### config.mk
export PLATFORM = sky130hd
export DESIGN_NAME = mul32_seq_ctrl_flat
export DESIGN_NICKNAME = d
export VERILOG_FILES = /design/src/rtl/mul32_seq_ctrl_if.sv /design/src/rtl/mul32_seq_ctrl.sv /design/src/flat_wrapper.sv
export SDC_FILE = /design/constraint.sdc
export NUM_CORES = 1
export LEC_CHECK = 0
export ABC_CLOCK_PERIOD_IN_PS = 16650
export CAP_MARGIN = 25
export CORE_ASPECT_RATIO = 1.4
export CORE_MARGIN = 4
export CORE_UTILIZATION = 35
export CTS_BUF_LIST = sky130_fd_sc_hd__clkbuf_4 sky130_fd_sc_hd__clkbuf_8 sky130_fd_sc_hd__clkbuf_16
export DETAILED_ROUTE_END_ITERATION = 6
export SLEW_MARGIN = 20
export SYNTH_ARGS = -nofsm -noshare
export SYNTH_HDL_FRONTEND = slang
export SYNTH_SLANG_ARGS = --single-unit
### constraint.sdc
create_clock -name clk -period 16.65 [get_ports clk]
set_clock_uncertainty 0.1 [all_clocks]
set_input_delay 4.1625 -clock clk [delete_from_list [all_inputs] [get_ports clk]]
set_output_delay 4.1625 -clock clk [all_outputs]
set_load 0.02 [all_outputs]
### src/rtl/mul32_seq_ctrl_if.sv
// Operand/product handshake bundle between ALU issue logic and the sequential multiplier.
// master = issue/consumer side, slave = mul32_seq_ctrl.
interface mul32_seq_ctrl_if #(
  parameter int WIDTH = 32
);
  logic               flush;
  logic               in_valid;
  logic               in_ready;
  logic [WIDTH-1:0]   a;
  logic [WIDTH-1:0]   b;
  logic               out_valid;
  logic               out_ready;
  logic [2*WIDTH-1:0] product;
  logic               busy;

  modport master (
    output flush, in_valid, a, b, out_ready,
    input  in_ready, out_valid, product, busy
  );

  modport slave (
    input  flush, in_valid, a, b, out_ready,
    output in_ready, out_valid, product, busy
  );
endinterface

### src/rtl/mul32_seq_ctrl.sv
// Unsigned WIDTH x WIDTH multiply sequenced over one 8x8 array; N*N+1 cycles (+1 with PIPE) from acceptance.
// One op in flight: in_ready only in IDLE; product/out_valid held in DONE until out_ready.
module dadda_multiplier (
  input  logic [7:0]  x,
  input  logic [7:0]  y,
  output logic [15:0] p
);
  assign p = 16'(x) * 16'(y);
endmodule

module mul32_seq_ctrl #(
  parameter int WIDTH = 32,
  parameter bit PIPE  = 1'b0
) (
  input logic             clk,
  input logic             rst_n,
  mul32_seq_ctrl_if.slave mif
);
  localparam int N  = WIDTH / 8;
  localparam int IW = $clog2(N + 1);
  localparam int SW = $clog2(2 * N);
  localparam int AW = 2 * WIDTH;

  typedef enum logic [1:0] {IDLE, RUN, WAIT, DONE} state_t;
  state_t state, state_nxt;

  logic [WIDTH-1:0] a_q, b_q;
  logic [AW-1:0]    acc, add_term;
  logic [IW-1:0]    i_q, j_q;
  logic [7:0]       chunk_a, chunk_b;
  logic [7:0]       op_a, op_b;
  logic [SW-1:0]    op_sh, add_sh;
  logic             op_vld, add_en;
  logic [15:0]      mul_p, add_p;
  logic             issue, accept;

  assign accept = (state == IDLE) && mif.in_valid && !mif.flush;
  // i_q == N marks the drain cycle after the last pair has been issued.
  assign issue  = (state == RUN) && (i_q != IW'(N));

  always_comb begin
    chunk_a = '0;
    chunk_b = '0;
    for (int c = 0; c < N; c++) begin
      if (i_q == IW'(c)) chunk_a = a_q[8*c +: 8];
      if (j_q == IW'(c)) chunk_b = b_q[8*c +: 8];
    end
  end

  dadda_multiplier u_mul (
    .x (op_a),
    .y (op_b),
    .p (mul_p)
  );

  generate
    if (PIPE) begin : g_pipe
      logic [15:0]   pp_q;
      logic [SW-1:0] pp_sh;
      logic          pp_vld;

      always_ff @(posedge clk or negedge rst_n) begin
        if (!rst_n) begin
          pp_q   <= '0;
          pp_sh  <= '0;
          pp_vld <= 1'b0;
        end else if (mif.flush) begin
          pp_q   <= '0;
          pp_sh  <= '0;
          pp_vld <= 1'b0;
        end else begin
          pp_q   <= mul_p;
          pp_sh  <= op_sh;
          pp_vld <= op_vld;
        end
      end

      assign add_p  = pp_q;
      assign add_sh = pp_sh;
      assign add_en = pp_vld;
    end else begin : g_comb
      assign add_p  = mul_p;
      assign add_sh = op_sh;
      assign add_en = op_vld;
    end
  endgenerate

  assign add_term = AW'(add_p) << {add_sh, 3'b000};

  // Operand registers stay at zero outside RUN so the array does not toggle while idle.
  always_ff @(posedge clk or negedge rst_n) begin
    if (!rst_n) begin
      a_q    <= '0;
      b_q    <= '0;
      acc    <= '0;
      i_q    <= '0;
      j_q    <= '0;
      op_a   <= '0;
      op_b   <= '0;
      op_sh  <= '0;
      op_vld <= 1'b0;
    end else if (mif.flush) begin
      acc    <= '0;
      i_q    <= '0;
      j_q    <= '0;
      op_a   <= '0;
      op_b   <= '0;
      op_sh  <= '0;
      op_vld <= 1'b0;
    end else begin
      if (accept) begin
        a_q <= mif.a;
        b_q <= mif.b;
        acc <= '0;
        i_q <= '0;
        j_q <= '0;
      end else begin
        if (add_en) acc <= acc + add_term;
        if (issue) begin
          if (j_q == IW'(N - 1)) begin
            j_q <= '0;
            i_q <= i_q + IW'(1);
          end else begin
            j_q <= j_q + IW'(1);
          end
        end
      end
      op_vld <= issue;
      op_a   <= issue ? chunk_a : 8'd0;
      op_b   <= issue ? chunk_b : 8'd0;
      op_sh  <= issue ? (SW'(i_q) + SW'(j_q)) : '0;
    end
  end

  always_ff @(posedge clk or negedge rst_n) begin
    if (!rst_n) state <= IDLE;
    else        state <= state_nxt;
  end

  always_comb begin
    state_nxt = state;
    case (state)
      IDLE: if (accept) state_nxt = RUN;
      RUN:  if (!issue) state_nxt = PIPE ? WAIT : DONE;
      WAIT: state_nxt = DONE;
      DONE: if (mif.out_ready) state_nxt = IDLE;
      default: state_nxt = IDLE;
    endcase
    if (mif.flush) state_nxt = IDLE;
  end

  assign mif.in_ready  = (state == IDLE);
  assign mif.out_valid = (state == DONE);
  assign mif.busy      = (state != IDLE);
  assign mif.product   = (state == DONE) ? acc : '0;
endmodule
### src/flat_wrapper.sv
// flat-port wrapper written by rule: the top's interface ports become plain ports
module mul32_seq_ctrl_flat 
#(
  parameter int WIDTH = 32,
  parameter bit PIPE  = 1'b0
)
  (clk, rst_n, mif_flush, mif_in_valid, mif_a, mif_b, mif_out_ready, mif_in_ready, mif_out_valid, mif_product, mif_busy);
  mul32_seq_ctrl_if #(.WIDTH(WIDTH)) mif_i ();
  input logic clk;
  input logic rst_n;
  input wire logic [$bits(mif_i.flush)-1:0] mif_flush;
  input wire logic [$bits(mif_i.in_valid)-1:0] mif_in_valid;
  input wire logic [$bits(mif_i.a)-1:0] mif_a;
  input wire logic [$bits(mif_i.b)-1:0] mif_b;
  input wire logic [$bits(mif_i.out_ready)-1:0] mif_out_ready;
  output wire logic [$bits(mif_i.in_ready)-1:0] mif_in_ready;
  output wire logic [$bits(mif_i.out_valid)-1:0] mif_out_valid;
  output wire logic [$bits(mif_i.product)-1:0] mif_product;
  output wire logic [$bits(mif_i.busy)-1:0] mif_busy;
  assign mif_i.flush = mif_flush;
  assign mif_i.in_valid = mif_in_valid;
  assign mif_i.a = mif_a;
  assign mif_i.b = mif_b;
  assign mif_i.out_ready = mif_out_ready;
  assign mif_in_ready = mif_i.in_ready;
  assign mif_out_valid = mif_i.out_valid;
  assign mif_product = mif_i.product;
  assign mif_busy = mif_i.busy;
  mul32_seq_ctrl #(.WIDTH(WIDTH), .PIPE(PIPE)) u_core (.clk(clk), .rst_n(rst_n), .mif(mif_i));
endmodule
Yosys cells after proc, flatten, opt, wreduce, memory -nomap -nowiden

Cells that the tools add are included.

Memory bits (read-only): 0
Memory bits (writable): 0
Word-level logic and storage cells: 76
Bits of input ports: 69
Output and inout port bits: 67
Latch bits: 0
Register bits after elaboration: 156
Memories kept: 0

Multiply operators: 1
Reductions and logical operators: 14
Add/sub/neg operators: 4
Equal/unequal tests: 13
$lt $le $gt $ge: 0
Multiplexer cells: 32
Divide/modulo/power cells: 0
Shift operators: 1
Bitwise gates (word level): 1

Operators by type and width:

| operator              | count |
|---|---|
| $mux W64              | 4 |
| $mux W8               | 12 |
| $add A64 B64 Y64      | 1 |
| $shl A16 B6 Y64       | 1 |
| $mux W3               | 10 |
| $mul A8 B8 Y16        | 1 |
| $eq A3 B2 Y1 const B  | 4 |
| $ne A3 B3 Y1 const B  | 3 |
| $reduce_bool A3 Y1    | 3 |
| $mux W2               | 4 |
| $pmux W2 S4           | 1 |
| $add A3 B1 Y3 const B | 2 |
| $eq A3 B1 Y1 const B  | 2 |
| $logic_not A3 Y1      | 2 |
| $eq A2 B2 Y1 const B  | 2 |
| $reduce_and A2 Y1     | 2 |
| $add A3 B3 Y3         | 1 |
| $logic_and A1 B1 Y1   | 3 |
| $ne A3 B2 Y1 const B  | 1 |
| $reduce_and A3 Y1     | 1 |
| $eq A2 B1 Y1 const B  | 1 |
| $logic_not A2 Y1      | 1 |
| $reduce_bool A2 Y1    | 1 |
| $logic_not A1 Y1      | 1 |
| other kinds (2)       | 2 |

Depth between registers and ports, before layout

Depth in word-level cells: 7
Gate-level depth with buffers: 30
Mapped depth without buffers: 29

Hierarchy

From an unflattened synthesis, not the netlist that was laid out.

Cell total of the unflattened synthesis: 1512
Area total of the unflattened synthesis: 13289.0 sq um

By module, submodules not included:

| module           | instances | cells each | area each (sq um) |
|---|---|---|---|
| mul32_seq_ctrl   | 1         | 1269       | 11167.0 |
| dadda_multiplier | 1         | 243        | 2122.0 |

Worst setup path after synthesis

OpenSTA, ideal clock, no wires.

Path type: flip-flop to flip-flop
Start point: register u_core.op_a[1]
End point: register u_core.acc[63]
Setup slack: 9.888 ns
Arrival time: 6.543 ns
Required time: 16.431 ns
Stages on the path, launching flop included: 30
Path through: dfrtp_1 and2_1 fa_1 fa_1 inv_1 fa_1 fa_1 inv_1 ha_1 inv_1 o21bai_1 a21oi_1 o21bai_1 a21oi_1 o211ai_1 a21o_1 a31oi_1 nor2_1 ha_1 buf_4 nand2_4 a21o_1 a211o_1 a31o_1 nand3_1 o221a_4 a311oi_2 or4_4 and3_1 o21a_1

Word-level cells in the longest chain between the ends: 6

RTL lines:

| what                     | RTL line              | text |
|---|---|---|
| start: declaration       | mul32_seq_ctrl.sv:31  | `logic [7:0] op_a, op_b;` |
| start signal: assignment | mul32_seq_ctrl.sv:129 | `op_a <= issue ? chunk_a : 8'd0;` |
| $mul A8 B8 Y16           | mul32_seq_ctrl.sv:8   | `assign p = 16'(x) * 16'(y);` |
| $shl A16 B6 Y64          | mul32_seq_ctrl.sv:88  | `assign add_term = AW'(add_p) << {add_sh, 3'b000};` |
| $add A64 B64 Y64         | mul32_seq_ctrl.sv:118 | `if (add_en) acc <= acc + add_term;` |
| $mux W64                 | mul32_seq_ctrl.sv:118 |  |
| $mux W64                 | mul32_seq_ctrl.sv:111 | `if (accept) begin` |
| $mux W64                 | mul32_seq_ctrl.sv:102 | `end else if (mif.flush) begin` |
| end signal: assignment   | mul32_seq_ctrl.sv:118 |  |
| end: declaration         | mul32_seq_ctrl.sv:28  | `logic [AW-1:0] acc, add_term;` |

Every way passes these cells. The select of a mux whose other input is x is not followed.
A chain may end at the register's enable or synchronous reset.

Worst setup path after layout

Start point: register u_core.op_a[1]
End point: register u_core.acc[49]

Same word-level chain as after synthesis.

==> impl_metrics.py <==
metrics = {
    "run_status": {
        "status": "complete, no violations",
    },
    "global_routing": {
        "antenna_found_initial": 0,
        "first_global_vias": 11600,
        "grt.total_usage_pct": 18.5,
        "grt_max_degree": 101,
        "grt_pass1_wl_um": 61700,
        "grt_overflow": 0,
    },
    "worst_setup_path": {
        "arrival_ns": 8.29,
        "r2r_start": "u_core.op_a[1]",
        "end_kind": "register",
        "worstPathRequired_ns": 16.93,
        "ff2ff_setup_slack_ns": 8.64,
        "path_class": "register to register",
        "ff2ff_path_depth": 27,
        "cp_max_fo": 8,
        "reg2reg_to": "u_core.acc[49]",
        "cp-start-kind": "register",
    },
    "synthesis": {
        "avgSynthCellArea_sq_um": 8.61,
        "netlist_area_sq_um": 13400,
        "synth.ff_latch_count": 156,
        "ys.flop_type": "dfrtp_1",
        "yosysSeqAreaShare_pct": 29.1,
        "syn-num-nets": 1778,
        "synth-simple-area-share_pct": 21.5,
        "synth-edff-count": 0,
        "syn-instance-count": 1559,
        "synth_xor_area_share_pct": 4.11,
        "synth_compound_area_share_pct": 16.4,
        "async_flop_share_pct": 100,
        "synth_cell_types": 83,
        "yosys_warnings": 0,
        "synth_top_family_by_area": "simple AND/OR/NAND/NOR gates",
        "synth.area.mux_share_pct": 7.92,
        "synth_adder_area_share_pct": 16.1,
    },
    "detailed_routing": {
        "drc": 0,
        "wl_met1_um": 15900,
        "drt_first_iter_violations": 656,
        "wl_per_cell_um": 18.1,
        "ant_nets": 0,
        "routed_wl_um": 38700,
        "firstDrtPassIters": 7,
        "num_vias": 11400,
        "top_layer_used": "met4",
        "viasPerCell": 5.36,
        "wl_met3_um": 1970,
        "dr_wl_met2_um": 19100,
    },
    "layout": {
        "areaGrowthSynthToFinish_pct": 17.3,
        "layout_commonest_cell": "nor2_1",
        "diodes": 0,
        "fillerInstances": 3763,
        "finish.utilization_pct": 41.7,
        "drive_gt1_share_pct": 8.61,
        "final_cell_mix": "191 x nor2_1, 155 x dfrtp_1, 134 x clkdlybuf4s50_1",
        "final_nets": 1867,
    },
    "min_path": {
        "hold_path_depth": 1,
        "hold_end": "u_core.a_q[12]",
        "worstHoldStart": "u_core.a_q[12]",
        "hp-class": "register to register",
    },
    "floorplanning": {
        "dieArea_sq_um": 41600,
        "rows": 84,
        "die_x_um": 174,
        "start_util_pct": 35.6,
        "pin_count": 136,
        "die_h_um": 240,
        "core_sq_um": 37700,
    },
    "timing": {
        "final_max_slew_viol_count": 0,
        "finalHoldViolCount": 0,
        "post-route-period-util_pct": 48.1,
        "fin_tns_setup_ns": 0,
        "rsz0062_at_grt": "no",
        "fmax_mhz": 125,
        "worst_pin_slew_ns": 1.01,
        "setup_viol": 0,
        "min_period_ns": 8.01,
        "relSlewSlack_pct": 32.7,
    },
    "cts": {
        "cts_setup_buffers": 0,
        "cts_buffers": 17,
        "clkLatencyLatePin_ns": 0.45,
        "cts_tree": "built",
        "cts_sinks": 156,
        "cts_max_level": 4,
        "cts-resized-gates": 0,
        "clockBufferDepth": 2,
        "cts-hold-fix-buffers": 0,
        "cts-root-buf": "clkbuf_16",
        "path_clk_slew_ns": 0.08,
    },
    "placed_design": {
        "gp_congestion": 0.961,
        "dp_hpwl_um": 30000,
        "port_buffers": 135,
    },
    "power": {
        "cell_internal_pwr_w": 0.000865,
        "power_frac_clock_pct": 29.2,
        "pwr-share-comb_pct": 30.9,
        "leakagePower_nw": 7.33,
        "ir_drop_mv": 0.105,
        "seqPwrFrac_pct": 39.8,
        "power_density_nw_per_um2": 86.6,
        "p_sw_share_pct": 36.6,
        "p_switching_w": 0.000499,
    },
    "job": {
        "maxCapViolCount": 0,
    },
}
[kinds of logic (layout without fill, tap and decap cells)]
| family | Yosys count | count (layout) |
|---|---|---|
| and+or+nand+nor | 588 | 588 |
| AOI/OAI and AO/OA | 348 | 348 |
| DFF | 156 | 156 |
| buffers and inverters | 156 | 258 |
| adders and majority gates | 150 | 150 |
| muxes | 98 | 98 |
| xor gates and xnor gates | 63 | 63 |
[flip-flops by register name, summed over array words and instances, names as in the netlist]
register	cells
u_core.add_sh	3
u_core.a_q	32
u_core.j_q	3
u_core.state	2
u_core.op_b	8
u_core.op_a	8
u_core.b_q	32
u_core.i_q	3
u_core.add_en	1
u_core.acc	64
[worst max-delay path, stage by stage (launching register included)]
cell       delay [ns]
dfrtp_1          0.46
and2_1           0.21
fa_1             0.44
fa_1             0.54
inv_1            0.05
fa_1             0.46
fa_1             0.54
inv_1            0.04
ha_1             0.29
inv_1            0.09
o21bai_1         0.08
a21oi_1          0.24
o21bai_1         0.09
a21oi_1          0.27
xor2_1           0.33
nor2_1           0.07
a21oi_1          0.60
nor2_1           0.13
ha_1             0.37
and3_1           0.22
o2111ai_1        0.20
a2111oi_2        0.64
o21ai_1          0.26
a211oi_2         0.30
o21ai_1          0.18
a211oi_1         0.26
mux2_2           0.37
o21ai_1          0.11
[cells in the mapped netlist (4+ instances only)]
cell / instances / area, sq um
nor2_1: 192 / 721
dfrtp_1: 156 / 3900
and2_1: 128 / 801
nand2_1: 127 / 477
a21oi_1: 123 / 616
ha_1: 112 / 1400
inv_1: 78 / 293
mux2_2: 66 / 743
o21ai_0: 59 / 295
clkbuf_1: 52 / 195
xnor2_1: 45 / 394
a21o_1: 39 / 293
fa_1: 38 / 761
mux2i_1: 32 / 320
nand3_1: 27 / 135
nand4_1: 22 / 138
nor3_1: 20 / 100
xor2_1: 18 / 158
o21bai_1: 17 / 128
nor2b_1: 15 / 93.8
o21a_1: 13 / 97.6
and3_1: 12 / 75.1
o22ai_1: 12 / 75.1
a22oi_1: 11 / 82.6
buf_2: 11 / 55.1
a31oi_1: 10 / 62.6
nand2b_1: 10 / 62.6
a211oi_1: 8 / 60.1
o211ai_1: 7 / 52.6
o21ai_1: 7 / 35.0
buf_1: 6 / 22.5
or3_1: 6 / 37.5
nor3b_1: 5 / 37.5
a21oi_2: 4 / 35.0
[power groups by stage]
stage                     clock network, W  registers [W]  logic [W]
after floorplan                          0       0.000522   0.000310
after global placement                   0       0.000546   0.000416
after detailed placement                 0       0.000550   0.000423
after CTS                         0.000410       0.000543   0.000424
after global routing              0.000424       0.000556   0.000473
final                             0.000399       0.000543   0.000422
[through the flow]
stage | worst slack (ns) | area (sq um) | hold WS [ns] | cells | total power (W)
global route | 8.11 | 15800 | 0.425 | 2134 | 0.00145
CTS | 8.71 | 15700 | 0.411 | 2132 | 0.00138
finish | 8.64 | 15800 | 0.408 | 2134 | 0.00136
detailed placement | 8.75 | 15100 | 0.393 | 2100 | 0.000973
global placement | 8.88 | 15100 | 0.388 | 2100 | 0.000962
floorplan | 9.89 | 13400 | 0.370 | 1559 | 0.000832
[layer usage]
layer	track usage, %	vias to the layer above
li1	-	5567
met1	21.6	5433
met2	32.8	349
met3	3.32	96
met4	8.95	0
met5	0	-
[cell type report]
cell class / count / area [sq um] / share of cell area [%]
multi-input combinational: 1247 / 8890 / 56.4
timing repair buffer: 147 / 1480 / 9.36
clock inverter: 15 / 169 / 1.07
clock buffer: 17 / 425 / 2.70
sequential: 156 / 3910 / 24.8
tap: 473 / 592 / 3.76
inverter: 79 / 297 / 1.88
[how the worst max path moves through the flow]
stage	startpoint	slack [ns]	endpoint
after detailed placement	u_core.op_a[1]	8.75	u_core.acc[49]
after CTS	u_core.op_a[1]	8.71	u_core.acc[49]
after floorplan	u_core.op_a[1]	9.89	u_core.acc[63]
after global routing	u_core.op_a[1]	8.11	u_core.acc[49]
final	u_core.op_a[1]	8.64	u_core.acc[49]
after global placement	u_core.op_a[1]	8.88	u_core.acc[49]
(Power assumes the default switching activity.)
